<file path="config.mk">
export PLATFORM = sky130hd
export DESIGN_NAME = filter_irq_ctrl
export DESIGN_NICKNAME = d
export VERILOG_FILES = /design/src/rtl/filter_irq_ctrl.sv
export SDC_FILE = /design/constraint.sdc
export NUM_CORES = 1
export LEC_CHECK = 0
export CAP_MARGIN = 20
export CORE_MARGIN = 4
export CORE_UTILIZATION = 50
export CTS_CLUSTER_SIZE = 30
export DETAILED_ROUTE_END_ITERATION = 7
export HOLD_SLACK_MARGIN = 0.06
export PLACE_DENSITY_LB_ADDON = 0.05
export SYNTH_ARGS = -nofsm -noshare
export SYNTH_HDL_FRONTEND = slang
export SYNTH_SLANG_ARGS = --single-unit
</file>
<file path="constraint.sdc">
create_clock -name clk_i -period 1.5 [get_ports clk_i]
set_input_delay 0.225 -clock clk_i [delete_from_list [all_inputs] [get_ports clk_i]]
set_output_delay 0.225 -clock clk_i [all_outputs]
set_load 0.005 [all_outputs]
</file>
<file path="src/rtl/filter_irq_ctrl.sv">
`default_nettype none
// +----------------------------------------------------------------------------+
// | filter_irq_ctrl                                                            |
// | Aggregates per-channel filter events into sticky status, saturating event  |
// | counters and a single CPU interrupt with post-acknowledge holdoff.         |
// | Revision: 1.0                                                              |
// +----------------------------------------------------------------------------+
module filter_irq_ctrl #(
  parameter int NUM_CH  = 8,
  parameter int HOLDOFF = 4
) (
  input  logic              clk_i,
  input  logic              rst_i,
  input  logic [NUM_CH-1:0] filt_int_i,
  input  logic [NUM_CH-1:0] filt_data_i,
  input  logic [NUM_CH-1:0] int_mask_i,
  input  logic              clr_en_i,
  input  logic [NUM_CH-1:0] clr_mask_i,
  input  logic              irq_ack_i,
  input  logic [3:0]        cnt_sel_i,
  input  logic              cnt_clr_i,
  output logic [NUM_CH-1:0] int_status_o,
  output logic [NUM_CH-1:0] level_o,
  output logic [7:0]        cnt_o,
  output logic [NUM_CH-1:0] cnt_ovf_o,
  output logic              irq_o
);

  typedef enum logic [1:0] {
    ST_IDLE   = 2'd0,
    ST_ASSERT = 2'd1,
    ST_HOLD   = 2'd2
  } state_t;

  // Loading HOLDOFF-1 and leaving on zero gives exactly HOLDOFF cycles in HOLD.
  localparam logic [3:0] C_HOLD_LOAD = 4'(HOLDOFF - 1);

  logic [NUM_CH-1:0] status_q, status_d;
  logic [NUM_CH-1:0] level_q,  level_d;
  logic [3:0]        hold_cnt_q, hold_cnt_d;
  state_t            state_q, state_d;
  logic              irq_q, irq_d;
  logic              pending;
  logic [7:0]        cnt_all [NUM_CH];

  always_comb begin
    status_d = status_q;
    if (clr_en_i) status_d = status_d & ~clr_mask_i;
    status_d = status_d | filt_int_i;
    level_d  = filt_data_i;
    pending  = |(status_q & int_mask_i);
  end

  always_comb begin
    state_d    = state_q;
    hold_cnt_d = hold_cnt_q;
    case (state_q)
      ST_IDLE: begin
        if (pending) state_d = ST_ASSERT;
      end
      ST_ASSERT: begin
        if (irq_ack_i) begin
          state_d    = ST_HOLD;
          hold_cnt_d = C_HOLD_LOAD;
        end else if (!pending) begin
          state_d = ST_IDLE;
        end
      end
      ST_HOLD: begin
        if (hold_cnt_q == 4'd0) state_d = ST_IDLE;
        else                    hold_cnt_d = hold_cnt_q - 4'd1;
      end
      default: state_d = ST_IDLE;
    endcase
    irq_d = (state_d == ST_ASSERT);
  end

  always_ff @(posedge clk_i) begin
    if (rst_i) begin
      status_q   <= '0;
      level_q    <= '0;
      hold_cnt_q <= 4'd0;
      state_q    <= ST_IDLE;
      irq_q      <= 1'b0;
    end else begin
      status_q   <= status_d;
      level_q    <= level_d;
      hold_cnt_q <= hold_cnt_d;
      state_q    <= state_d;
      irq_q      <= irq_d;
    end
  end

  for (genvar n = 0; n < NUM_CH; n++) begin : g_ch
    logic [7:0] cnt_q, cnt_d;
    logic       ovf_q, ovf_d;
    logic       clr_hit;

    // A clear and a same-cycle pulse combine into a count of one.
    always_comb begin
      clr_hit = cnt_clr_i && (cnt_sel_i == 4'(n));
      cnt_d   = cnt_q;
      ovf_d   = ovf_q;
      if (clr_hit) begin
        cnt_d = filt_int_i[n] ? 8'd1 : 8'd0;
        ovf_d = 1'b0;
      end else if (filt_int_i[n]) begin
        if (cnt_q == 8'hFF) ovf_d = 1'b1;
        else                cnt_d = cnt_q + 8'd1;
      end
    end

    always_ff @(posedge clk_i) begin
      if (rst_i) begin
        cnt_q <= 8'd0;
        ovf_q <= 1'b0;
      end else begin
        cnt_q <= cnt_d;
        ovf_q <= ovf_d;
      end
    end

    assign cnt_all[n]   = cnt_q;
    assign cnt_ovf_o[n] = ovf_q;
  end

  always_comb begin
    cnt_o = 8'd0;
    for (int i = 0; i < NUM_CH; i++) begin
      if (cnt_sel_i == 4'(i)) cnt_o = cnt_all[i];
    end
  end

  assign int_status_o = status_q;
  assign level_o      = level_q;
  assign irq_o        = irq_q;

endmodule
`default_nettype wire
</file>
## Word level (Yosys, flattened, before mapping)

Cells that the tools add are included.

| storage, ports and cells | value |
|---|---|
| output and inout bits | 33 |
| register bits after elaboration | 95 |
| input port bits | 41 |

| operators by class | value |
|---|---|
| reductions and logical operators | 46 |
| multiplexer cells | 49 |
| equality and inequality tests | 28 |
| add/sub/neg operators | 9 |
| bitwise logic cells | 4 |

Operators by type and width:

| kind | number |
|---|---|
| $mux 8 | 33 |
| $add 8x1->8 const B | 8 |
| $eq 8x8->1 const B | 8 |
| $reduce_and 2->1 | 16 |
| $ne 2x2->1 const B | 10 |
| $reduce_bool 2->1 | 9 |
| $and 8x8->8 | 2 |
| $eq 4x3->1 const B | 4 |
| $reduce_or 2->1 | 8 |
| $eq 4x2->1 const B | 2 |
| $logic_and 1x1->1 | 8 |
| $logic_not 4->1 | 2 |
| $mux 1 | 8 |
| $mux 2 | 4 |
| $mux 4 | 2 |
| $not 8->8 | 1 |
| $or 8x8->8 | 1 |
| $pmux 4 s2 | 1 |
| $reduce_or 8->1 | 1 |
| $pmux 2 s3 | 1 |
| $eq 2x1->1 const B | 2 |
| $eq 4x1->1 const B | 1 |
| $sub 4x1->4 const B | 1 |
| $reduce_and 3->1 | 1 |
| other kinds (2) | 2 |

## Logic depth before layout (Yosys ltp)

Gate-level depths: netlist of the first run.

| depth | value |
|---|---|
| word-level depth | 9 |
| depth in mapped cells | 6 |
| mapped depth without buffers | 6 |

## Worst setup path after synthesis of the first run

No wires, ideal clock.

| timing path | value |
|---|---|
| kind | register to register |
| from | register hold_cnt_q[0] |
| to | register hold_cnt_q[1] |
| data arrival time | 1495 ps |
| required time | 1383 ps |
| stages on the path, launching flop included | 7 |
| slack | -113 ps |
| setup time | 117 ps |
| cells stage by stage | dfxtp_1 -> inv_1 -> ha_1 -> or3b_2 -> a21oi_1 -> nor2_1 -> a32o_1 |

| on the way | value |
|---|---|
| cells in the longest elaborated chain, start to end | 3 |
| elaborated cells on any way between the ends | 6 |

Ends and longest elaborated chain:

| element | RTL line | source |
|---|---|---|
| start: declaration | 40 | `logic [3:0] hold_cnt_q, hold_cnt_d;` |
| start signal: assignment | 88 | `hold_cnt_q <= hold_cnt_d;` |
| $sub 4x1->4 or $logic_not 4->1 (tied branches) | 71, 70 |  |
| $mux 4 or $ne 2x2->1 (tied branches) | n/a |  |
| $pmux 4 s2 or $reduce_and 3->1 (tied branches) | n/a |  |

Parallel ways exist; a longest one is shown, timed or not. The select of a mux whose other input is x is not followed.
A chain may end at the register's enable or synchronous reset.

## Worst setup path after layout of the first run

| timing path | value |
|---|---|
| from | register g_ch[4].cnt_q[2] |
| to | output cnt_o[2] |

| on the way | value |
|---|---|
| cells in the longest elaborated chain, start to end | 4 |

Ends and longest elaborated chain:

| element | RTL line | source |
|---|---|---|
| start: declaration | 95 | `logic [7:0] cnt_q, cnt_d;` |
| start signal: assignment | 118 | `cnt_q <= cnt_d;` |
| $mux 8 (4 in a row) | 130 | `if (cnt_sel_i == 4'(i)) cnt_o = cnt_all[i];` |
| end: declaration | 24 | `output logic [7:0] cnt_o,` |

No other way between the ends.

==> impl_metrics.env, run 1 <==
export IMPL_status="complete, but fails checks"
export IMPL_violations="negative setup slack"
export IMPL_rsz0062_at_grt="yes"
export IMPL_grt_remaining_overflow=0
export IMPL_ctsHoldBuffers=0
export IMPL_fin_worst_skew_ns=0.0137
export IMPL_grtUsageTotal_pct=26.4
export IMPL_worstReg2RegEnd="g_ch[6].cnt_q[7]"
export IMPL_vias_per_cell=5.83
export IMPL_reg2reg_slack_ns=0.02
export IMPL_hp_start="filt_data_i[4]"
export IMPL_crit_start="g_ch[4].cnt_q[2]"
export IMPL_gp_congestion=0.909
export IMPL_drt_pass1_iterations=5
export IMPL_syn_inst=605
export IMPL_ys_flop_type="dfxtp_1"
export IMPL_hold_violations=0
export IMPL_synth_seq_area_share_pct=37.3
export IMPL_clock_sinks=95
export IMPL_r2r_start="g_ch[6].cnt_q[2]"
export IMPL_num_vias=5385
export IMPL_netlist_area_sq_um=5100
export IMPL_avgSynthCellArea_sq_um=8.43
export IMPL_async_flop_share_pct=0
export IMPL_die_h_microns=109
export IMPL_nets=835
export IMPL_port_buffers=73
export IMPL_ys_warn_count=0
export IMPL_worstSetupEndpointType="output port"
export IMPL_antenna_diode_count=0
export IMPL_tightest_slew_ns=0.410
export IMPL_required_ns=1.27
export IMPL_fin_crit_sh_pct=127
export IMPL_grt_max_degree=19
export IMPL_pwr_share_clk_pct=31.3
export IMPL_antenna_found_initial=0
export IMPL_power_switching_mw=1.49
export IMPL_wirelength_mm=15.6
export IMPL_swShare_pct=28.4
export IMPL_pwr_share_seq_pct=50.8
export IMPL_final_core_util_pct=75.7
export IMPL_synth_edf_count=0
export IMPL_htree_levels=3
export IMPL_multi_input_area_sq_um=3290
export IMPL_die_area_sq_um=11900
export IMPL_grt_pass1_vias=5181
export IMPL_route_detailed_wl_per_inst_microns=16.9
export IMPL_start_util_pct=51.7
export IMPL_synth_distinct_cells=57
export IMPL_drt_iter0_markers=281
export IMPL_numCtsBuffers=9
export IMPL_fill_cells=698
export IMPL_final_area_sq_um=7460
export IMPL_chipWidth_microns=109
export IMPL_coreArea_sq_um=9860
export IMPL_placed_area_sq_um=6750
export IMPL_p_leak_nw=2.95
export IMPL_drv_cap=0
export IMPL_syn2layout_area_growth_pct=46.3
export IMPL_finalSetupViolCount=8
export IMPL_synth_fp_nets=655
export IMPL_drc=0
export IMPL_clkTransAtPathRegs_ns=0.11
export IMPL_clkLatencyLatePin_ns=0.38
export IMPL_crit_type="register to output port"
export IMPL_ys_ff_latch=95
export IMPL_min_path_type="input port to register"
export IMPL_cts_path_max_buffers=2
export IMPL_final_cells=923
export IMPL_hold_path_end="level_o[4]"
export IMPL_tns_ns=-2.35
export IMPL_seqCellArea_sq_um=1950
export IMPL_min_period_ns=1.91
export IMPL_setup_slack_ns=-0.411
export IMPL_combPwrFrac_pct=18.0
export IMPL_ff2ff_path_depth=5
export IMPL_p_int_mw=3.76
export IMPL_num_rows=36
export IMPL_drive_gt1_share_pct=35.1
export IMPL_grt_pass1_wl_mm=24.8
export IMPL_path_max_fanout=2
export IMPL_hold_depth=2
export IMPL_cts_root_buf="clkbuf_8"
export IMPL_start_kind="register"
export IMPL_detailed_place_hpwl_mm=11.3
export IMPL_finalMaxSlewViolations=0
export IMPL_relSlewSlack_pct=72.0
export IMPL_ant_nets=0
export IMPL_vdd_drop_max_mv=0.527
export IMPL_tritoncts="built"
export IMPL_fmax_mhz=523
export IMPL_power_per_cell_area_nw_per_um2=704
export IMPL_power_mw=5.25
export IMPL_ios=74
export IMPL_place_inst=892
export IMPL_worst_ep_arrival_time_ns=1.69
kinds of logic after synthesis:
logic type               share of synthesized area [%]
AND/OR/NAND/NOR                                   24.5
AO/OA/AOI/OAI                                     19.5
flip-flops                                        37.3
buffers and inverters                             5.40
multiplexers                                      7.90
XOR/XNOR                                          3.26
adder cells (fa/ha/maj)                           2.21
worst max-delay path, cell delays in order (launching register included):
cell and delay (ns):
dfxtp_2 0.34, and2b_1 0.15, mux4_2 0.48, mux2i_1 0.17
nor2_1 0.06, buf_2 0.12
power by group through the flow:
stage | sequential, mW | clock [mW] | combinational [mW]
4_1_cts | 2.66 | 1.66 | 0.887
3_3_place_gp | 2.71 | 0 | 0.791
2_1_floorplan | 2.72 | 0 | 0.371
3_5_place_dp | 2.72 | 0 | 0.816
5_1_grt | 2.68 | 1.78 | 1.02
6_report | 2.67 | 1.64 | 0.943
how the worst max path moves through the flow:
| stage | cells after the start | slack (ns) | end |
|---|---|---|---|
| 2_1_floorplan | 5 | 0.01 | cnt_o[2] |
| 3_3_place_gp | 6 | -0.81 | cnt_o[2] |
| 3_5_place_dp | 8 | -0.84 | cnt_o[5] |
| 4_1_cts | 5 | -0.43 | cnt_o[2] |
| 5_1_grt | 5 | -0.47 | cnt_o[1] |
| 6_report | 5 | -0.41 | cnt_o[2] |
registers in the layout (all words and copies together), names as in the netlist:
register,cells
state_q,2
irq_o,1
int_status_o,8
g_ch.ovf_q,8
hold_cnt_q,4
level_o,8
g_ch.cnt_q,64
metal layers:
layer	vias to the layer above	GRT usage, %	part of all wire, %
li1	2591	-	-
met1	2555	33.9	42
met2	199	43.8	47
met3	40	4.91	7.1
met4	0	10.6	3.2
met5	-	0	0
area by class of cell:
class                      count  area share, %
sequential                    95           26.1
clock buffer                   9           1.66
tap                          133           2.23
clock inverter                 7          0.821
inverter                      17          0.855
multi-input combinational    450           44.0
timing repair buffer         212           24.3
cell usage after synthesis, types with 6 or more instances:
cell type	n	area [sq um]
dfxtp_1	95	1900
nor2_1	68	255
a21oi_1	43	215
nand3_1	33	165
nand2_1	32	120
o21ai_0	27	135
clkbuf_1	24	90.1
mux2i_1	20	200
nor2b_1	18	113
inv_1	17	63.8
a31oi_1	15	93.8
nand4_1	15	93.8
and3_1	14	87.6
nor3_1	13	65.1
xnor2_1	13	114
a211oi_1	10	75.1
buf_4	10	75.1
o211ai_1	10	75.1
and4_1	9	78.8
ha_1	9	113
mux4_2	8	180
nand2b_1	7	43.8
or4_1	7	52.6
a22oi_1	6	45.0
xor2_1	6	52.6
what timing repair did:
| item | CTS | global route |
|---|---|---|
| gates resized for setup | 99 | 80 |
| gates cloned | 2 | 0 |
| endpoints found under the hold margin | 0 | 0 |
| pin swaps | 22 | 16 |
| endpoints found under the setup margin | 79 | 70 |
| setup buffers | 10 | 5 |
per-stage QoR:
stage | setup WS (ns) | hold slack [ns]
final | -0.411 | 0.384
after global routing | -0.466 | 0.380
after CTS | -0.433 | 0.375
after detailed placement | -0.836 | 0.462
after global placement | -0.812 | 0.440
after floorplan | 0.0108 | 0.338
placed cells by master (no fill, tap or decap), types with 8 or more instances in the layout:
master	synthesis	layout
dfxtp_2	0	33
nand4_1	15	15
a31oi_1	15	12
buf_2	4	9
buf_4	10	126
nor2_1	68	62
mux2i_1	20	19
buf_6	1	9
nor3_1	13	12
o21ai_0	27	18
dfxtp_1	95	60
mux4_2	8	8
xnor2_1	13	13
and3_1	14	11
nand2_1	32	32
clkbuf_8	0	9
nand3_1	33	31
inv_1	17	15
clkdlybuf4s50_1	0	58
o211ai_1	10	10
nor2b_1	18	15
a21oi_1	43	39
Note: power is estimated with default switching activity, not from simulation.
==> inputs of run 2 (changes only) <==
- CORE_UTILIZATION: 50 -> 59
- clock period: 1.5 -> 2.5 ns (I/O delays scaled with it)
==> impl_metrics.env, run 2 (synthesized netlist as in run 1, its figures left out) <==
export IMPL_crit_type="register to output port"
export IMPL_wl_met1_mm=5.91
export IMPL_status="complete, no violations"
export IMPL_detailed_place_hpwl_mm=9.96
export IMPL_clkLatencyLatePin_ns=0.37
export IMPL_vdd_drop_max_mv=0.361
export IMPL_chipWidth_microns=101
export IMPL_regMostFlops="g_ch.cnt_q"
export IMPL_hp_start="state_q[1]"
export IMPL_crit_chain="and2b_1, mux4_2, mux2i_1, nor2_1, clkdlybuf4s50_1"
export IMPL_ios=74
export IMPL_multi_input_area_sq_um=2960
export IMPL_largest_register_ffs=64
export IMPL_p_leak_nw=2.36
export IMPL_syn2layout_area_growth_pct=23.1
export IMPL_grt_remaining_overflow=0
export IMPL_numCtsBuffers=9
export IMPL_power_per_cell_area_nw_per_um2=524
export IMPL_htree_levels=3
export IMPL_antenna_found_initial=0
export IMPL_placed_area_sq_um=5940
export IMPL_routed_wl_met3_mm=1.05
export IMPL_tritoncts="built"
export IMPL_relSlewSlack_pct=70.6
export IMPL_fin_worst_skew_ns=0.00681
export IMPL_cts_root_buf="clkbuf_8"
export IMPL_drive_gt1_share_pct=9.60
export IMPL_tightest_slew_ns=0.437
export IMPL_final_area_sq_um=6280
export IMPL_start_kind="register"
export IMPL_grt_max_degree=26
export IMPL_min_period_ns=2.44
export IMPL_vias_per_cell=6.27
export IMPL_worstSetupEndpointType="output port"
export IMPL_die_area_sq_um=10200
export IMPL_mostFrequentLayoutCell="dfxtp_1"
export IMPL_fill_cells=627
export IMPL_crit_family="multiplexers"
export IMPL_die_h_microns=101
export IMPL_worst_ep_arrival_time_ns=2.07
export IMPL_clkTransAtPathRegs_ns=0.10
export IMPL_max_stage_delay_ns=0.48
export IMPL_num_vias=4902
export IMPL_reg2reg_slack_ns=0.69
export IMPL_crit_buf_inv=1
export IMPL_port_buffers=73
export IMPL_hold_violations=0
export IMPL_nets=722
export IMPL_seqCellArea_sq_um=1910
export IMPL_drt_pass1_iterations=5
export IMPL_grt_pass1_wl_mm=22.2
export IMPL_clock_sinks=95
export IMPL_min_path_type="register to register"
export IMPL_slowest_stage="mux4_2"
export IMPL_wirelength_mm=13.5
export IMPL_fin_crit_sh_pct=97.7
export IMPL_path_max_fanout=6
export IMPL_route_detailed_wl_per_inst_microns=17.2
export IMPL_rsz0062_at_grt="no"
export IMPL_start_util_pct=61.5
export IMPL_top_layer="met4"
export IMPL_r2r_start="hold_cnt_q[0]"
export IMPL_crit_start="g_ch[4].cnt_q[2]"
export IMPL_required_ns=2.12
export IMPL_gp_congestion=0.884
export IMPL_num_rows=33
export IMPL_finalMaxSlewViolations=0
export IMPL_grt_pass1_vias=4576
export IMPL_grtUsageTotal_pct=27.1
export IMPL_ant_nets=0
export IMPL_antenna_diode_count=0
export IMPL_cts_path_max_buffers=2
export IMPL_drc=0
export IMPL_drt_iter0_markers=349
export IMPL_coreArea_sq_um=8300
export IMPL_ctsHoldBuffers=0
export IMPL_final_cell_mix="dfxtp_1 (92), nor2_1 (68), clkdlybuf4s50_1 (65)"
export IMPL_met2_length_mm=6.30
export IMPL_fmax_mhz=410
export IMPL_drv_cap=0
export IMPL_hold_ws_ns=0.473
export IMPL_finalSetupViolCount=0
-- run 2: changes by cell type in the layout (fill, tap and decap cells not counted), sizes merged --
cell	delta
bufinv	+3
clkinvlp	-1
buf	-121
dlymetal6s2s	-1
clkdlybuf4s15	-1
clkbuf	-1
clkdlybuf4s50	+7
dlygate4sd2	+4
clkinv	-1
inv	-1
-- run 2: what timing repair did --
action	4_1_cts	5_1_grt
buffers inserted	2	0
pin swaps	2	0
cloned	1	0
endpoints found under the setup margin	8	6
resized for setup	13	12
-- run 2: power breakdown --
part / switching [mW] / internal, mW / total (mW) / leakage (nW)
Clock: 0.579 / 0.678 / 1.26 / 0.122
Combinational: 0.195 / 0.224 / 0.419 / 1.46
Sequential: 0.0518 / 1.56 / 1.61 / 0.776
-- run 2: worst paths after layout --
check / end / depth (start not counted)
worst max-delay path: cnt_o[2] / 5
worst min-delay path: irq_o / 1
worst max register to register: hold_cnt_q[1] / 6
worst min register to register: irq_o / 1
-- run 2: through the flow --
stage	setup WS [ns]	setup TNS (ns)	utilization, %	std cells	total power [mW]
detailed placement	-0.173	-1.21	71.5	763	2.05
floorplan	0.681	0	-	605	1.85
global placement	-0.150	-0.970	71.5	763	2.03
CTS	0.00598	0	75.4	782	3.31
finish	0.0581	0	75.6	782	3.29
global route	0.00780	0	75.6	782	3.43
-- run 2: metal layers --
layer / track usage (%) / vias up
met1: 36.7 / 2341
met3: 5.54 / 17
li1: - / 2360
met5: 0 / -
met4: 6.85 / 0
met2: 44.3 / 184
-- run 2: final cells by class --
cell class	count	area share, %
clock inverters	7	2.01
well taps	105	2.09
multi-input cells	450	47.1
repair buffers	99	15.4
flip-flops and latches	95	30.4
clock buffers	9	1.97
inverters	17	1.02
